==> config.mk <==
export PLATFORM = sky130hd
export DESIGN_NAME = feistel_dec_core_flat
export DESIGN_NICKNAME = d
export VERILOG_FILES = /design/src/rtl/feistel_pkg.sv /design/src/rtl/feistel_dec_core_if.sv /design/src/rtl/feistel_dec_core_ifcell.sv /design/src/rtl/feistel_dec_core.sv /design/src/flat_wrapper.sv
export SDC_FILE = /design/constraint.sdc
export NUM_CORES = 1
export LEC_CHECK = 0
export BUFFER_PORTS_ARGS = -buffer_cell sky130_fd_sc_hd__clkbuf_2
export CAP_MARGIN = 0
export CORE_ASPECT_RATIO = 0.8
export CORE_MARGIN = 3
export CORE_UTILIZATION = 59
export DETAILED_ROUTE_END_ITERATION = 16
export PLACE_DENSITY = 0.86
export SLEW_MARGIN = 15
export SYNTH_ARGS = -nofsm -noshare
export SYNTH_HDL_FRONTEND = slang
export SYNTH_SLANG_ARGS = --single-unit
==> constraint.sdc <==
create_clock -name clk -period 15.74 [get_ports clk]
set_clock_uncertainty 0.2 [all_clocks]
set_input_delay 2.361 -clock clk [delete_from_list [all_inputs] [get_ports clk]]
set_output_delay 2.361 -clock clk [all_outputs]
set_load 0.02 [all_outputs]
==> src/rtl/feistel_pkg.sv <==
// rtl/feistel_pkg.sv - shared widths, FSM states and key schedule for the Feistel cores
package feistel_pkg;

   localparam int BLOCK_W = 64;
   localparam int RKEY_W  = 32;
   localparam int MKEY_W  = 128;

   typedef enum logic [1:0] {IDLE, RUN, DONE} state_t;

   // Round key: one 32-bit master-key word chosen by r mod 4, whitened with r.
   function automatic logic [RKEY_W-1:0] round_key(input logic [MKEY_W-1:0] mkey,
                                                    input logic [7:0]        r);
      logic [RKEY_W-1:0] word;
      case (r[1:0])
         2'd0:    word = mkey[31:0];
         2'd1:    word = mkey[63:32];
         2'd2:    word = mkey[95:64];
         default: word = mkey[127:96];
      endcase
      return word ^ {{(RKEY_W-8){1'b0}}, r};
   endfunction

   function automatic logic [RKEY_W-1:0] f_mix(input logic [RKEY_W-1:0] x,
                                                input logic [RKEY_W-1:0] k);
      logic [RKEY_W-1:0] t;
      t = x ^ k;
      return {t[28:0], t[31:29]} + (t ^ 32'h9E3779B9);
   endfunction

endpackage

==> src/rtl/feistel_dec_core_if.sv <==
// rtl/feistel_dec_core_if.sv - ciphertext-in / plaintext-out handshake bundle
interface feistel_dec_core_if;
   import feistel_pkg::*;

   logic               in_valid;
   logic               in_ready;
   logic [BLOCK_W-1:0] in;
   logic [MKEY_W-1:0]  key;
   logic               out_valid;
   logic               out_ready;
   logic [BLOCK_W-1:0] out;

   modport master (output in_valid, in, key, out_ready,
                   input  in_ready, out_valid, out);

   modport slave  (input  in_valid, in, key, out_ready,
                   output in_ready, out_valid, out);

endinterface

==> src/rtl/feistel_dec_core_ifcell.sv <==
// rtl/feistel_dec_core_ifcell.sv - combinational inverse Feistel round
module ifcell
   import feistel_pkg::*;
(
   input  logic [BLOCK_W-1:0] in,
   input  logic [RKEY_W-1:0]  key,
   output logic [BLOCK_W-1:0] out
);

   logic [RKEY_W-1:0] hi;
   logic [RKEY_W-1:0] lo;

   assign hi = in[BLOCK_W-1:RKEY_W];
   assign lo = in[RKEY_W-1:0];

   // Encrypt maps (L,R) to (R, L^F(R)); the upper half here is the old R.
   assign out = {lo ^ f_mix(hi, key), hi};

endmodule

==> src/rtl/feistel_dec_core.sv <==
// rtl/feistel_dec_core.sv - iterative Feistel decryptor, one inverse round per clock
module feistel_dec_core
   import feistel_pkg::*;
#(
   parameter int ROUNDS = 16
)(
   input  logic               clk,
   input  logic               rst,
   feistel_dec_core_if.slave  bus
);

   localparam logic [7:0] R_LAST = 8'(ROUNDS - 1);

   state_t             state;
   state_t             state_nx;
   logic [BLOCK_W-1:0] data;
   logic [MKEY_W-1:0]  key_q;
   logic [7:0]         r;
   logic [RKEY_W-1:0]  rkey;
   logic [BLOCK_W-1:0] round_out;
   logic               in_ready_q;
   logic               out_valid_q;

   assign rkey = round_key(key_q, r);

   ifcell u_ifcell (
      .in  (data),
      .key (rkey),
      .out (round_out)
   );

   always_comb begin
      state_nx = state;
      case (state)
         IDLE:    if (bus.in_valid)  state_nx = RUN;
         RUN:     if (r == 8'd0)     state_nx = DONE;
         DONE:    if (bus.out_ready) state_nx = IDLE;
         default: state_nx = IDLE;
      endcase
   end

   // Handshake outputs are flopped from the next state so they never see input comb paths.
   always_ff @(posedge clk or posedge rst) begin
      if (rst) begin
         state       <= IDLE;
         in_ready_q  <= 1'b1;
         out_valid_q <= 1'b0;
      end else begin
         state       <= state_nx;
         in_ready_q  <= (state_nx == IDLE);
         out_valid_q <= (state_nx == DONE);
      end
   end

   always_ff @(posedge clk or posedge rst) begin
      if (rst) begin
         data  <= '0;
         key_q <= '0;
         r     <= '0;
      end else begin
         case (state)
            IDLE: begin
               if (bus.in_valid) begin
                  data  <= bus.in;
                  key_q <= bus.key;
                  r     <= R_LAST;
               end
            end
            RUN: begin
               data <= round_out;
               if (r != 8'd0) r <= r - 8'd1;
            end
            default: ;
         endcase
      end
   end

   assign bus.in_ready  = in_ready_q;
   assign bus.out_valid = out_valid_q;
   assign bus.out       = data;

endmodule

==> src/flat_wrapper.sv <==
// flat-port wrapper written by rule: the top's interface ports become plain ports
module feistel_dec_core_flat import feistel_pkg::*;
#(
   parameter int ROUNDS = 16
)
  (clk, rst, bus_in_valid, bus_in, bus_key, bus_out_ready, bus_in_ready, bus_out_valid, bus_out);
  feistel_dec_core_if bus_i ();
  input  logic clk;
  input  logic rst;
  input wire logic [$bits(bus_i.in_valid)-1:0] bus_in_valid;
  input wire logic [$bits(bus_i.in)-1:0] bus_in;
  input wire logic [$bits(bus_i.key)-1:0] bus_key;
  input wire logic [$bits(bus_i.out_ready)-1:0] bus_out_ready;
  output wire logic [$bits(bus_i.in_ready)-1:0] bus_in_ready;
  output wire logic [$bits(bus_i.out_valid)-1:0] bus_out_valid;
  output wire logic [$bits(bus_i.out)-1:0] bus_out;
  assign bus_i.in_valid = bus_in_valid;
  assign bus_i.in = bus_in;
  assign bus_i.key = bus_key;
  assign bus_i.out_ready = bus_out_ready;
  assign bus_in_ready = bus_i.in_ready;
  assign bus_out_valid = bus_i.out_valid;
  assign bus_out = bus_i.out;
  feistel_dec_core #(.ROUNDS(ROUNDS)) u_core (.clk(clk), .rst(rst), .bus(bus_i));
endmodule
; ---- Yosys cells after proc, flatten, opt, wreduce, memory -nomap -nowiden
; Index checks and enable logic that the tools add are counted.
[totals]
in_bits = 196
elab_cells = 38
ff_bits = 204
out_inout_bits = 66
[op_classes]
eq_ne = 7
bitwise = 4
add_sub_neg = 2
n_reduce_logical = 9
mux = 10
[op_table]
columns = operator, count
row1 = 64-bit case mux with 2 select lines, 1
row2 = 32-bit case mux with 3 select lines, 1
row3 = 64-bit 2-to-1 mux, 1
row4 = 32-bit XOR, 2
row5 = 32-bit adder, 1
row6 = 32-bit by 8-bit XOR with 32-bit output, 1
row7 = 20-bit inverter, 1
row8 = 8-bit 2-to-1 mux, 2
row9 = 8-bit case mux with 2 select lines, 1
row10 = 8-bit logical NOT, 1
row11 = 8-bit nonzero test, 1
row12 = "8-bit by 1-bit subtractor with 8-bit output, second input constant", 1
row13 = "2-bit equality test, second input constant", 3
row14 = 2-bit logical NOT, 3
row15 = 2-bit 2-to-1 mux, 3
row16 = 2-bit case mux with 3 select lines, 1
row17 = "2-bit by 1-bit equality test with 1-bit output, second input constant", 2
row18 = 2-bit AND reduction, 2
row19 = 3-bit AND reduction, 1
row20 = "2-bit by 1-bit inequality test with 1-bit output, second input constant", 1
row21 = "2-bit inequality test, second input constant", 1
row22 = 2-bit nonzero test, 1

; ---- Logic depth before layout (Yosys ltp)
; Gate-level depths: netlist of the first run.
[logic_depth]
ltp_word = 8
depth_mapped = 22
mapped_depth_nobuf = 18

; ---- By module
; A second synthesis of the first run with hierarchy kept.
[hier_totals]
hier_cells = 1364
area_unflattened_um2 = 11855.1
[by_module_without_submodules]
columns = mod, n_inst, cells_per_inst, seq_area_each_um2, area_each_um2
row1 = feistel_dec_core, 1, 1007, 5106.1, 9137.5
row2 = ifcell, 1, 357, 0.0, 2717.6

; ---- Least setup slack after synthesis of the first run
; Ideal clock, no wire load.
[synth_timing]
path_type = register -> register
start = reg u_core.r[0]
end = reg u_core.data[61], in the netlist u_core.bus.out[61]
setup_time_ns = 0.124
path_stages_with_launch = 23
synth_period_minus_slack_ns = 4.539
path_buffers = 4
t_required_ns = 15.416
slack_ns = 11.201
t_arrival_ns = 4.215
cell_sequence = dfrtp_1 -> inv_1 -> ha_1 -> buf_2 -> buf_1 -> clkbuf_1 -> a222oi_1 -> a21oi_1 -> xnor2_1 -> inv_1 -> ha_1 -> clkbuf_1 -> a21o_1 -> a21o_1 -> a21oi_1 -> nand2_1 -> a21o_1 -> a21oi_1 -> or3_1 -> nor3_1 -> o211ai_1 -> a21oi_1 -> o31a_1
[synth_between]
elab_chain_cells = 8
elab_cells_between_ends = 10
cone_classes = 1 x add/sub / 2 x eq/ne / 2 x mux / 4 x bitwise / 1 x reduce/logical
[synth_lines]
columns = element, line_no
row1 = "start, declared", feistel_dec_core.sv:18  ; logic [7:0] r;
row2 = "start signal, assigned", feistel_dec_core.sv:71  ; if (r != 8'd0) r <= r - 8'd1;
row3 = "2-bit equality test, or another cell as far along", feistel_pkg.sv:14  ; case (r[1:0])
row4 = 32-bit case mux with 3 select lines, feistel_pkg.sv:14
row5 = 32-bit by 8-bit XOR with 32-bit output *, feistel_pkg.sv:20  ; return word ^ {{(RKEY_W-8){1'b0}}, r};
row6 = 32-bit XOR *, feistel_pkg.sv:26  ; t = x ^ k;
row7 = 20-bit inverter (no source line), --
row8 = 32-bit adder *, feistel_pkg.sv:27  ; return {t[28:0], t[31:29]} + (t ^ 32'h9E3779B9);
row9 = 32-bit XOR *, feistel_dec_core_ifcell.sv:17  ; assign out = {lo ^ f_mix(hi, key), hi};
row10 = 64-bit case mux with 2 select lines *, feistel_dec_core.sv:61  ; case (state)
row11 = "end signal, assigned", feistel_dec_core.sv:64  ; data <= bus.in;
row12 = "end signal, assigned", feistel_dec_core.sv:70  ; data <= round_out;
row13 = "end, declared", feistel_dec_core.sv:16  ; logic [BLOCK_W-1:0] data;
; Every way passes the cells marked *; elsewhere a longest branch is shown, timed or not.
; A chain may end at the register's enable or synchronous reset.

; ---- Worst setup path after layout of the first run
[layout_timing]
start = reg u_core.r[0]
end = reg u_core.data[60], in the netlist u_core.bus.out[60]
; The elaborated chain is that of the path after synthesis.

==> results.md, run 1 <==
* WL met2 at 15,300 um
* Setup violators final at 0
* Initial Util at a little over 60%
* First-pass GRT wire length at between 50,000 and 60,000 um
* Sequential fraction of the synthesis area at 44.7%
* Worst EP arrival at ~5000 ps
* Net Count, Synth at 1,632
* Number of synthesized flops with an enable pin at 0
* Top Metal Used: met4
* Register area at around 0.005 sq mm
* Synth Register Bits at 204
* CTS clk-pin slew, worst paths at 60 ps
* Worst hold path endpoint: u_core.key_q[40]$_DFFE_PP0P_
* Unrepaired setup endpoints after global routing: no
* DRT Pass-1 Iters at 8
* Hold path cells at 2
* Layout cell share with drive strength beyond 1 at about a fifth
* Slew Viols, Final at 0
* Synth Flop Type: dfrtp_1
* CTS tree: yes
* Fin nets at roughly 1,800
* Detail Placement HPWL at around 24,000 um
* Initial drt markers at 1,358
* Status: complete, no violations
* Largest net degree at the start of global routing at 128
* Core Rows at 44
* Clk root buf: clkbuf_16
* HP Class: reg2reg
* Crit path launch type: flop
* Worst Path Buf+Inv at 1
* Die Ht at 130 um
* R2R Setup Slk at 10,730 ps
* Hold Buf Count CTS at 0
* Capture point of the worst reg-to-reg path: u_core.bus.out[60]$_DFFE_PP0P_
* Vias per inst at 5.65
* Die width at 162 um
* DR WL met3 at around 2700 um
* Detail Route Antenna Nets at 0
* Worst Hold Launch: u_core.key_q[40]$_DFFE_PP0P_
* Worst rel slew slack at 33.3%
* TritonCTS Sinks at 204
* N_diodes at 0
* Placed insts at 1,850
* Wire per inst at ~17 um
* Pin slew with the least headroom to its limit at ~1000 ps
* Final Hold Viols at 0
* Fillers at 1,487
* Mean Syn Cell Area at 8.12 sq um
* Clk buf depth at 3
* Via count at approximately 11,000
* Crit share post-route at 31.8%
* Port Buffer Count at 261
* Max_cap viols at 0
* Fmax at ~200 MHz
* Cell Area, Synth at 0.0114 sq mm
* RR Startpoint: u_core.r[0]$_DFFE_PP0P_
* Cell Chain, Critical Path: ha_1, inv_2, a21oi_1, xor2_1, xor2_1, ha_1, a21o_1, a31oi_1, a2111oi_0, o31ai_1, and2_1, o21ai_2, a221oi_1, xnor2_1, a21oi_1
* CP Capture Type: flop
* Footprint of the multi-input gates at 0.00593 sq mm
* # resized after CTS at 0
* Critical Path RT at 15,870 ps
* Async S/R FF share, synth at 100%
* Synth Warn # at 0
* Crit Path Max Fanout at 53
* Worst path depth at 15
* Clk_lat worst skew at 490 ps
* Critical-path top delay cell: inv_2
* GRT Resource Usage Total at 30.7%
* Synthesized instance count at between 1,000 and 1,500
* Critical Setup Path Class: reg2reg
* Worst path top cell family by delay: compound AO/OA/AOI/OAI gates
* Worst R2R Path Depth at 15
* Clock period minus worst slack at roughly 5000 ps
* GRT overflow at 0
* Total CTS buffers at 21
* Total core area at 0.0186 sq mm
* Die area at 0.0211 sq mm
* Vias in the first global route at 9,981
* Largest stage delay on the critical path at roughly 670 ps
* Routed wire length at 33,000 um
* Post-synth cell types at 61
* CTS H-Tree Depth at 1
* Initial antenna violation count at 0
* Fin Setup TNS at 0 ps
* Area Overhead vs Synth at 18.4%
* # DRC at 0
* GPL Wtd Cong at 0.986
* Post CTS Setup Buffer Count at 0
* Fin cells at 1,887
* Wl on met1 at 14,400 um
* Boundary Pins at 262
## per-stage QoR
stage	hold WS [ps]	worst slack (ps)	area, sq um	util (%)
2_1_floorplan	240	7610	11400	-
3_3_place_gp	256	11020	12800	69.2
3_5_place_dp	262	10830	12800	69.2
4_1_cts	277	10800	13500	72.9
5_1_grt	291	10380	13500	72.9
6_report	276	10730	13500	72.9
## synth_stat cells, drive strengths merged, types with 5 or more instances
cell type | number | area (sq um)
nand2 | 533 | 2000
dfrtp | 203 | 5080
nor2 | 106 | 398
xnor2 | 75 | 694
a21oi | 74 | 393
clkbuf | 70 | 263
a31oi | 56 | 350
xor2 | 38 | 340
a222oi | 32 | 320
ha | 29 | 363
inv | 27 | 101
a21o | 21 | 158
nor2b | 17 | 106
o21ai | 15 | 78.8
and3 | 12 | 75.1
buf | 11 | 52.6
nor3 | 10 | 50.1
nand3 | 8 | 40.0
a211oi | 6 | 45.0
nand4 | 6 | 37.5
nand2b | 5 | 31.3
## layout make-up
| cell class | instances | share of cell area [%] |
|---|---|---|
| multi-input combinational | 1095 | 43.9 |
| sequential | 204 | 37.7 |
| timing repair buffer | 271 | 10.2 |
| clock buffer | 28 | 4.45 |
| tap | 253 | 2.34 |
| inverter | 27 | 0.805 |
| clock inverter | 9 | 0.592 |
## state kept, by name, indices dropped and copies added, names as in the netlist
signal,count
u_core.bus.in_ready,1
u_core.bus.out,64
u_core.bus.out_valid,1
u_core.key_q,128
u_core.r,8
u_core.state,2
## routing by layer
layer / vias to the layer above / global-route usage (%)
met5: - / 0
met4: 0 / 7.59
met3: 59 / 4.22
met2: 490 / 50.3
met1: 4972 / 44.1
li1: 5134 / -
## placed cells by master (no fill, tap or decap), drive strengths merged, types with 5 or more instances in the layout
cell / n
nor3: 10
a21o: 21
clkbuf: 289
buf: 10
o21ai: 15
nand2b: 5
nand2: 533
ha: 29
a21oi: 74
xnor2: 75
xor2: 38
a222oi: 32
a31oi: 56
and3: 12
nand3: 8
nand4: 6
a211oi: 6
nor2b: 17
dfrtp: 203
inv: 27
clkinv: 7
nor2: 106
## worst max path at each step
| stage | startpoint | endpoint | slack, ps |
|---|---|---|---|
| 2_1_floorplan | rst | u_core.bus.out[0]$_DFFE_PP0P_ | 7610 |
| 3_3_place_gp | u_core.r[0]$_DFFE_PP0P_ | u_core.bus.out[60]$_DFFE_PP0P_ | 11020 |
| 3_5_place_dp | u_core.r[0]$_DFFE_PP0P_ | u_core.bus.out[60]$_DFFE_PP0P_ | 10830 |
| 4_1_cts | u_core.r[0]$_DFFE_PP0P_ | u_core.bus.out[60]$_DFFE_PP0P_ | 10800 |
| 5_1_grt | u_core.r[0]$_DFFE_PP0P_ | u_core.bus.out[62]$_DFFE_PP0P_ | 10380 |
| 6_report | u_core.r[0]$_DFFE_PP0P_ | u_core.bus.out[60]$_DFFE_PP0P_ | 10730 |
## kinds of logic after synthesis
kind of cell / count (synthesis) / share of synthesized area, %
and+or+nand+nor: 713 / 24.9
AOI/OAI and AO/OA: 235 / 14.1
DFF: 204 / 44.7
xor gates and xnor gates: 113 / 9.06
buffers and inverters: 108 / 3.65
adders and majority gates: 32 / 3.45
muxes: 2 / 0.175
## tightest hold or removal path: stages, from the launching register on
cell and delay [ps]:
dfrtp_1 340, nand2_1 50, nand2_1 60
Power of run 1 is not shown: default switching activity piles up to over one toggle a cycle in this logic, so the estimate is an artifact.
==> run 2, diff against run 1 <==
--- a/config.mk
+++ b/config.mk
@@ -9,9 +9,9 @@
 export CAP_MARGIN = 0
 export CORE_ASPECT_RATIO = 0.8
 export CORE_MARGIN = 3
-export CORE_UTILIZATION = 59
+export CORE_UTILIZATION = 55
 export DETAILED_ROUTE_END_ITERATION = 16
-export PLACE_DENSITY = 0.86
+export PLACE_DENSITY = 0.81
 export SLEW_MARGIN = 15
 export SYNTH_ARGS = -nofsm -noshare
 export SYNTH_HDL_FRONTEND = slang
==> constraint.sdc (replaced) <==
create_clock -name clk -period 4.8 [get_ports clk]
set_clock_uncertainty 0.2 [all_clocks]
set_input_delay 0.72 -clock clk [delete_from_list [all_inputs] [get_ports clk]]
set_output_delay 0.72 -clock clk [all_outputs]
set_load 0.02 [all_outputs]
==> run 2 against run 1 <==
  * Flip-flop and latch count unchanged
  * First-iteration DRC count decreased by 19%
  * Sequential share of layout area fell by 0.58 points
  * Hold slack lost 120 ps
  * Clock-buffer cell count fell by 4
  * Worst setup slack lost 10000 ps
  * Register-to-register slack worse by 10000 ps
  * Global-route usage is 1.2 points lower
  * Critical path depth is 3 higher
==> results.md, run 2 (synthesis gave the netlist of run 1 again) <==
* Crit Path Max Fanout at 14
* Max FFs per register at 128
* Slew Viols, Final at 0
* Total CTS buffers at 21
* Crit share post-route at around 94%
* Max_cap viols at 0
* Total core area at approximately 0.020 sq mm
* Critical Path RT at 5000 ps
* Post CTS Setup Buffer Count at 0
* Port Buffer Count at 261
* Die width at 167 um
* Clk root buf: clkbuf_16
* Status: complete, no violations
* Die Ht at ~130 um
* Worst Path Buf+Inv at 2
* CP Capture Type: flop
* GRT overflow at 0
* Worst rel slew slack at 26.6%
* Clock period minus worst slack at 4520 ps
* Worst EP arrival at 4720 ps
* CTS H-Tree Depth at 1
* Initial antenna violation count at 0
* Hold Buf Count CTS at 0
* Finished layout cell area at around 0.014 sq mm
* Vias in the first global route at 10,200
* Placed insts at 1,877
* Clk buf depth at 3
* Fin cells at ~1,900
* Final Hold Viols at 0
* First-pass GRT wire length at 54,100 um
* Crit path launch type: flop
* HP Class: in2async
* Post-placement cell area at 0.0130 sq mm
* Clk_lat worst skew at about 500 ps
* Routed wire length at 34,000 um
* Setup violators final at 0
* Worst path top cell family by delay: compound AO/OA/AOI/OAI gates
* Most common cell after layout, fill and taps aside: nand2_1
* Pin slew with the least headroom to its limit at between 1000 and 1500 ps
* Critical Setup Path Class: reg2reg
* CTS clk-pin slew, worst paths at approximately 70 ps
* Largest net degree at the start of global routing at 116
* N_diodes at 0
* # DRC at 0
* Wire per inst at approximately 18 um
* Fmax at 221 MHz
* Initial drt markers at 1,103
* Die area at 0.0225 sq mm
* Commonest cells after routing, fill and taps aside: 532 x nand2_1, 261 x clkbuf_2, 202 x dfrtp_1
* TritonCTS Sinks at 204
* Detail Route Antenna Nets at 0
* Critical-path top delay cell: dfrtp_2
* GRT Resource Usage Total at 29.5%
* Detail Placement HPWL at 25,200 um
* Initial Util at 56.9%
* Cell Chain, Critical Path: inv_1, ha_1, buf_12, a222oi_1, a21oi_1, xnor2_1, ha_1, a21o_1, a21o_1, a21oi_1, nand2_1, a21o_1, a21oi_2, or3_1, nor3_1, o211ai_1, a21oi_1, o31a_1
* Area Overhead vs Synth at 20.3%
* Unrepaired setup endpoints after global routing: no
* Fin nets at 1,861
* Via count at between 10,000 and 15,000
* Boundary Pins at 262
* Most flop-heavy register: u_core.key_q
* Vias per inst at 5.66
* GPL Wtd Cong at 0.949
* Largest stage delay on the critical path at 440 ps
* CTS tree: yes
* Core Rows at 46
* Layout cell share with drive strength beyond 1 at ~22%
* DRT Pass-1 Iters at 6
-- run 2: what timing repair did --
| item | in CTS | in global routing |
|---|---|---|
| gates cloned | 0 | 0 |
| resized for setup | 1 | 13 |
| pin swaps | 0 | 2 |
| hold endpoints to repair | 0 | 0 |
| setup endpoints to repair | 1 | 16 |
-- run 2: final timing paths --
check | slack [ps] | end | cells past startpoint | start
max | 280 | u_core.bus.out[61]$_DFFE_PP0P_ | 18 | u_core.r[0]$_DFFE_PP0P_
min | 160 | u_core.key_q[111]$_DFFE_PP0P_ | 3 | rst
max reg2reg | 280 | u_core.bus.out[61]$_DFFE_PP0P_ | 18 | u_core.r[0]$_DFFE_PP0P_
min reg2reg | 280 | u_core.key_q[57]$_DFFE_PP0P_ | 2 | u_core.key_q[57]$_DFFE_PP0P_
max in group asynchronous | 3130 | u_core.bus.out[52]$_DFFE_PP0P_ | 4 | rst
min in group clk | 200 | u_core.key_q[72]$_DFFE_PP0P_ | 3 | bus_key[72]
-- run 2: stage by stage --
step                hold WS [ps]  setup TNS (ps)  worst slack (ps)  util, %
detailed placement           264           -36.9             -36.9     64.8
CTS                          185               0              15.1     68.1
global placement             257               0               135     64.8
finish                       160               0               283     68.4
global route                 190               0              9.53     68.4
floorplan                    240               0               261        -
-- run 2: worst reg2reg max path: stages (launching register included) --
cell,delay [ps]
dfrtp_2,440
inv_1,100
ha_1,350
buf_12,210
a222oi_1,410
a21oi_1,170
xnor2_1,270
ha_1,300
a21o_1,180
a21o_1,170
a21oi_1,230
nand2_1,90
a21o_1,190
a21oi_2,260
or3_1,160
nor3_1,60
o211ai_1,250
a21oi_1,110
o31a_1,280
-- run 2: layout make-up --
class                           instances  area [sq um]
Sequential cell                       204          5110
Clock buffer                           24           557
Fill cell                            1667          6340
Timing Repair Buffer                  287          1540
Clock inverter                         14           109
Inverter                               27           105
Multi-Input combinational cell       1095          6000
Tap cell                              264           330
-- run 2: layer usage --
| layer | routed length [um] | GRT usage, % | share of wire [%] |
|---|---|---|---|
| met5 | 0 | 0 | 0 |
| met4 | 835 | 6.50 | 2.5 |
| met3 | 3100 | 5.50 | 9.1 |
| met2 | 15300 | 46.4 | 45 |
| met1 | 14700 | 43.3 | 43 |
Power of run 2 is left out for the same reason.
